**config.mk**
```make
export PLATFORM = sky130hd
export DESIGN_NAME = serial_subtractor
export DESIGN_NICKNAME = d
export VERILOG_FILES = /design/src/rtl/serial_subtractor.sv
export SDC_FILE = /design/constraint.sdc
export NUM_CORES = 1
export LEC_CHECK = 0
export BUFFER_PORTS_ARGS = -buffer_cell sky130_fd_sc_hd__buf_2
export CELL_PAD_IN_SITES_DETAIL_PLACEMENT = 1
export CELL_PAD_IN_SITES_GLOBAL_PLACEMENT = 1
export CORE_MARGIN = 2
export CORE_UTILIZATION = 42
export CTS_CLUSTER_DIAMETER = 30
export DETAILED_ROUTE_END_ITERATION = 8
export PLACE_DENSITY = 0.81
export SLEW_MARGIN = 15
export SYNTH_ARGS = -nofsm -noshare
export SYNTH_HDL_FRONTEND = slang
export SYNTH_SLANG_ARGS = --single-unit
```
**constraint.sdc**
```tcl
create_clock -name clk -period 2.4 [get_ports clk]
set_input_delay 0.48 -clock clk [delete_from_list [all_inputs] [get_ports clk]]
set_output_delay 0.48 -clock clk [all_outputs]
set_load 0.005 [all_outputs]
```
**src/rtl/serial_subtractor.sv**
```systemverilog
`default_nettype none
// ============================================================================
//  Module   : serial_subtractor
//  Purpose  : Multi-cycle WIDTH-bit ripple subtractor computing a - b - bin.
//             Each clock handles one DIGIT_W-bit digit, starting with the
//             least significant digit. Valid/ready handshake on input and on
//             output, with one operation in flight at a time.
//  Options  : ADDSUB_MODE_EN - adds an op port (1 = a + b + bin, carry-out
//             on bout). When undefined, the block only subtracts and the
//             datapath has no add/sub mux.
//  Revision : 1.0 - initial release
// ============================================================================
module serial_subtractor #(
  parameter int WIDTH   = 128,  // operand/result width
  parameter int DIGIT_W = 8     // bits per cycle; must divide WIDTH
) (
  input  logic             clk,
  input  logic             rst_n,
  input  logic             in_valid,
  output logic             in_ready,
  input  logic [WIDTH-1:0] a,
  input  logic [WIDTH-1:0] b,
  input  logic             bin,
`ifdef ADDSUB_MODE_EN
  input  logic             op,
`endif
  output logic             out_valid,
  input  logic             out_ready,
  output logic [WIDTH-1:0] diff,
  output logic             bout,
  output logic             busy
);

  localparam int c_N     = WIDTH / DIGIT_W;
  localparam int c_CNT_W = (c_N > 1) ? $clog2(c_N) : 1;
  localparam logic [c_CNT_W-1:0] c_LAST = c_CNT_W'(c_N - 1);

  localparam logic [1:0] c_ST_IDLE = 2'd0;
  localparam logic [1:0] c_ST_BUSY = 2'd1;
  localparam logic [1:0] c_ST_DONE = 2'd2;

  logic [1:0]         r_state;
  logic [WIDTH-1:0]   r_a;
  logic [WIDTH-1:0]   r_b;
  logic [WIDTH-1:0]   r_res;
  logic               r_borrow;
  logic [c_CNT_W-1:0] r_cnt;
`ifdef ADDSUB_MODE_EN
  logic               r_op;
`endif

  logic [DIGIT_W:0]   w_dig_sub;
  logic [DIGIT_W:0]   w_dig;
  logic [WIDTH-1:0]   w_res_next;

  // One digit of a - b - borrow; the extra top bit is set when negative.
  assign w_dig_sub = {1'b0, r_a[DIGIT_W-1:0]}
                   - {1'b0, r_b[DIGIT_W-1:0]}
                   - {{DIGIT_W{1'b0}}, r_borrow};

`ifdef ADDSUB_MODE_EN
  logic [DIGIT_W:0] w_dig_add;

  // One digit of a + b + carry; the top bit is the carry-out.
  assign w_dig_add = {1'b0, r_a[DIGIT_W-1:0]}
                   + {1'b0, r_b[DIGIT_W-1:0]}
                   + {{DIGIT_W{1'b0}}, r_borrow};

  // Select the digit operation latched with the operands.
  always_comb begin
    w_dig = w_dig_sub;
    if (r_op) begin
      w_dig = w_dig_add;
    end
  end
`else
  assign w_dig = w_dig_sub;
`endif

  // New digits enter at the MSB end, so after N steps digit 0 is at the LSB.
  generate
    if (c_N > 1) begin : g_shift_multi
      assign w_res_next = {w_dig[DIGIT_W-1:0], r_res[WIDTH-1:DIGIT_W]};
    end else begin : g_shift_single
      assign w_res_next = w_dig[DIGIT_W-1:0];
    end
  endgenerate

  // Control FSM and digit-serial datapath registers.
  always_ff @(posedge clk or negedge rst_n) begin
    if (!rst_n) begin
      r_state  <= c_ST_IDLE;
      r_a      <= '0;
      r_b      <= '0;
      r_res    <= '0;
      r_borrow <= 1'b0;
      r_cnt    <= '0;
`ifdef ADDSUB_MODE_EN
      r_op     <= 1'b0;
`endif
    end else begin
      case (r_state)
        c_ST_IDLE: begin
          if (in_valid) begin
            r_a      <= a;
            r_b      <= b;
            r_borrow <= bin;
            r_cnt    <= '0;
`ifdef ADDSUB_MODE_EN
            r_op     <= op;
`endif
            r_state  <= c_ST_BUSY;
          end
        end
        c_ST_BUSY: begin
          r_res    <= w_res_next;
          r_a      <= r_a >> DIGIT_W;
          r_b      <= r_b >> DIGIT_W;
          r_borrow <= w_dig[DIGIT_W];
          r_cnt    <= r_cnt + c_CNT_W'(1);
          // DONE is always entered before a result can be consumed.
          if (r_cnt == c_LAST) begin
            r_state <= c_ST_DONE;
          end
        end
        c_ST_DONE: begin
          if (out_ready) begin
            r_state <= c_ST_IDLE;
          end
        end
        default: begin
          r_state <= c_ST_IDLE;
        end
      endcase
    end
  end

  // Handshake flags decode straight from the state register.
  assign in_ready  = (r_state == c_ST_IDLE);
  assign busy      = (r_state == c_ST_BUSY);
  assign out_valid = (r_state == c_ST_DONE);
  assign diff      = r_res;
  assign bout      = r_borrow;

endmodule
`default_nettype wire

```
# Word-level counts from Yosys, hierarchy flattened
# Cells that the tools add are included.
# classes
n_mux	12
reduce_logical	4
add_sub_neg	3
eq_ne	6
# ops
cell	count
one-hot mux 128 bit (2 select lines)	2
two-way mux 128 bit	2
subtractor 8 x 8 -> 9 bit	1
subtractor 9 x 1 -> 9 bit	1
one-hot mux 4 bit (2 select lines)	1
two-way mux 2 bit	3
one-hot mux 2 bit (3 select lines)	1
adder 4 x 1 -> 4 bit (second input constant)	1
== test 4 bit (second input constant)	1
two-way mux 4 bit	1
!= test 2 x 1 -> 1 bit (second input constant)	2
AND reduction 3 bit	1
== test 2 x 1 -> 1 bit (second input constant)	1
== test 2 bit (second input constant)	1
zero test 2 bit	1
!= test 2 bit (second input constant)	1
one-hot mux 1 bit (2 select lines)	1
AND reduction 2 bit	1
nonzero test 2 bit	1
two-way mux 1 bit	1
# totals
word_cells	31
regBits	391

# Depth between registers and ports, before layout
# logic_depth
depth_word	3
mapped_depth	8

# Worst setup path after synthesis
# No wires, ideal clock.
# synth_path
path_kind	register to register
from	register r_borrow (netlist: bout)
to	register r_borrow (netlist: bout)
setup_time_ns	0.128
t_arrival_ns	1.824
path_stages_with_launch	9
path_buffers	0
slack_ns	0.448
t_required_ns	2.272
path_cell_list	dfrtp_1 -> inv_1 -> fa_1 -> inv_1 -> fa_1 -> nand3b_1 -> a2111oi_0 -> or3_1 -> nand3_1
# synth_between
elab_chain_len	2
# synth_lines
item	line	rtl
start: declaration	46	logic r_borrow;
start signal: assignment	107	r_borrow <= bin;
start signal: assignment	119	r_borrow <= w_dig[DIGIT_W];
subtractor 9 x 1 -> 9 bit	59	- {{DIGIT_W{1'b0}}, r_borrow};
one-hot mux 1 bit (2 select lines)	102	case (r_state)
# No other way between the ends.
# A chain may end at the register's enable or synchronous reset.

# Worst setup path in the final report
# layout_path
from	register r_state[0]
to	output in_ready
# layout_between
elab_chain_len	1
# layout_lines
item	line	rtl
start: declaration	42	logic [1:0] r_state;
start signal: assignment	92	r_state <= c_ST_IDLE;
start signal: assignment	112	r_state <= c_ST_BUSY;
start signal: assignment	123	r_state <= c_ST_DONE;
zero test 2 bit	139	assign in_ready = (r_state == c_ST_IDLE);
end: declaration	20	output logic in_ready,
# No other way between the ends.

==> results.cfg <==
[outcome]
status = finished clean

[grt]
antenna_found_initial = 36
grt_use_total_pct = 28.8
grt_pass1_vias = 18800
grt_overflow = 0
grt_pass1_wl_um = 106000
grt_max_degree = 143

[timing]
setup_viol_count_final = 0
maxSlewViolCount = 0
fin_crit_sh_pct = 97.3
finalCriticalPeriod_ns = 2.34
tns_ns = 0
tightestPinTransition_ns = 0.982
hold_viol_final = 0
max_freq_mhz = 428
rsz0062_at_grt = no
skew_ns = 0.0173
max_slew_margin_pct = 34.5

[routing]
detail_route.first_pass.iterations = 5
drc = 0
via_per_inst = 5.63
wire_per_inst_um = 21.8
drt_iter0_drc = 1172
drt_wl_total_um = 67000
ant_nets = 0
num_vias = 17300

[synthesis]
yosys_warnings = 0
synth_top_area_share_pct = 52.3
synth_edf_count = 0
synth.cells.most_frequent = 391 x dfrtp_1, 375 x nand2_1, 242 x a21oi_1
synth_cell_types = 40
syn_area_um2 = 18700
async_flop_share_pct = 100
synth_area_leaders = dfrtp_1 52%, a22oi_1 9.4%, nand2_1 7.5%
avgSynthCellArea_um2 = 9.32
synth_nets = 2283
synthCells = 2005
synth_top_area_cell = dfrtp_1
ys_seq_area_share_pct = 52.3
ys_ff_latch = 391
ys.flop_type = dfrtp_1
synth.most_common_cell = dfrtp_1

[power]
peakVddDrop_v = 0.000825
p_leak_uw = 0.0119
power.density_nw_per_um2 = 1390

[worst_setup_path]
worstReg2RegStart = bout$_DFFE_PN0P_
end_kind = output port
path_class = reg2out
worst-endpoint-arrival_ns = 1.86
cp_max_fo = 133
worstPathRequired_ns = 1.92
startpoint = r_state[0]$_DFFE_PN0P_
critPathLaunchType = register

[die]
core-area_um2 = 44000
io_pins = 393
die_height_um = 215
initial_core_util_pct = 42.5
die_area_um2 = 46200
row_count = 77
die_x_um = 215

[clock_network]
cts_tree = done
root_buffer = clkbuf_16
cts_buffers = 100
clockBufferDepth = 3
clock_latency_ns = 0.63
clk_pin_slew_ns = 0.04
cts_max_level = 3
numClockSinks = 391

[layout]
num-nets-final = 2661
drive_gt1_share_pct = 25.2
syn_to_final_growth_pct = 31.9
fin_area_um2 = 24600

[place]
place_congestion = 0.867
dpl_cell_area_um2 = 21200
portBuffers = 392
hpwlAfterDp_um = 42400

[min_path]
holdCritPathClass = in2reg
holdCritStartpoint = a[122]

[run]
cap_viol_max_count = 0
cells by family after synthesis:
kind of cell,count (synthesis),share of synthesized area [%]
buffers and inverters,194,5.44
and+or+nand+nor,638,16.6
DFF,391,52.3
xor gates and xnor gates,5,0.234
AOI/OAI and AO/OA,760,24.1
adders and majority gates,17,1.22
sequential cells by signal (all words and copies together) (netlist names):
register and flops:
r_b 128, r_state 2, diff 128, r_a 128, r_cnt 4, bout 1
worst paths after layout:
check,end,slack (ns),cells past startpoint
setup / recovery,in_ready,0.06,3
hold / removal,r_a[122]$_DFFE_PN0P_,0.08,2
setup reg to reg,diff[123]$_DFFE_PN0P_,0.18,8
hold reg to reg,diff[1]$_DFFE_PN0P_,0.47,2
max in group asynchronous,r_b[22]$_DFFE_PN0P_,1.19,3
min in group asynchronous,r_a[23]$_DFFE_PN0P_,0.45,2
worst max-delay path: stages (launching register included):
cell and delay (ns):
dfrtp_4 0.47, buf_16 0.38, nor2_1 0.10, buf_2 0.15
per-stage QoR:
step           std cells  utilization, %  power, uW  hold WS, ns  setup slack [ns]
2_1_floorplan       2005               -      17000        0.184             0.448
3_3_place_gp        2869            48.1      20100        0.453             0.318
3_5_place_dp        2869            48.1      20900        0.459             0.257
4_1_cts             3058            55.8      34600       0.0605            0.0615
5_1_grt             3069            55.9      36300       0.0899            0.0119
6_report            3078            56.0      34400       0.0845            0.0640
layout make-up:
type / instances / area [um^2]
clock buffer: 135 / 2840
sequential: 391 / 9790
multi-input combinational: 1420 / 7910
fill: 5032 / 19400
tap: 592 / 741
antenna: 20 / 50.0
inverter: 26 / 124
timing repair inverter: 1 / 16.3
clock inverter: 50 / 519
timing repair buffer: 443 / 2660
report_power, final:
| part | switching [uW] | total, uW | internal, uW |
|---|---|---|---|
| sequential | 2350 | 11600 | 9230 |
| clock | 4160 | 13200 | 9060 |
| combinational | 5590 | 9570 | 3970 |
layout by cell type, fill, tap and decap left out, drive strengths merged, types with 2 or more instances in the layout:
cell / instances
buf: 441
dfrtp: 391
nand2: 375
o21ai: 252
a21oi: 242
a22oi: 235
nor2b: 193
clkbuf: 136
and2b: 41
clkinv: 32
inv: 29
diode: 20
a22o: 17
ha: 15
bufinv: 8
clkinvlp: 8
nor2: 5
and3b: 5
a2bb2oi: 4
nand3b: 4
nand3: 4
nor3: 3
xnor2: 3
xor2: 2
a21o: 2
a31oi: 2
nand4: 2
fa: 2
layer usage:
layer	share of wire, %	routed length (um)	vias up	GRT usage (%)
met5	0.33	219	-	0
met4	3.3	2190	34	12.0
met3	6.6	4400	157	8.08
met2	50	33200	516	48.4
met1	40	26900	8810	34.9
li1	-	-	7818	-
repair_timing:
item | CTS | global route
cloned | 1 | 0
setup endpoints to repair | 1 | 1
hold buffers | 1 | 0
setup buffers | 2 | 0
gates resized for setup | 1 | 1
pin swaps | 0 | 0
endpoints found under the hold margin | 44 | 0
Note: power is estimated with default switching activity, not from simulation.
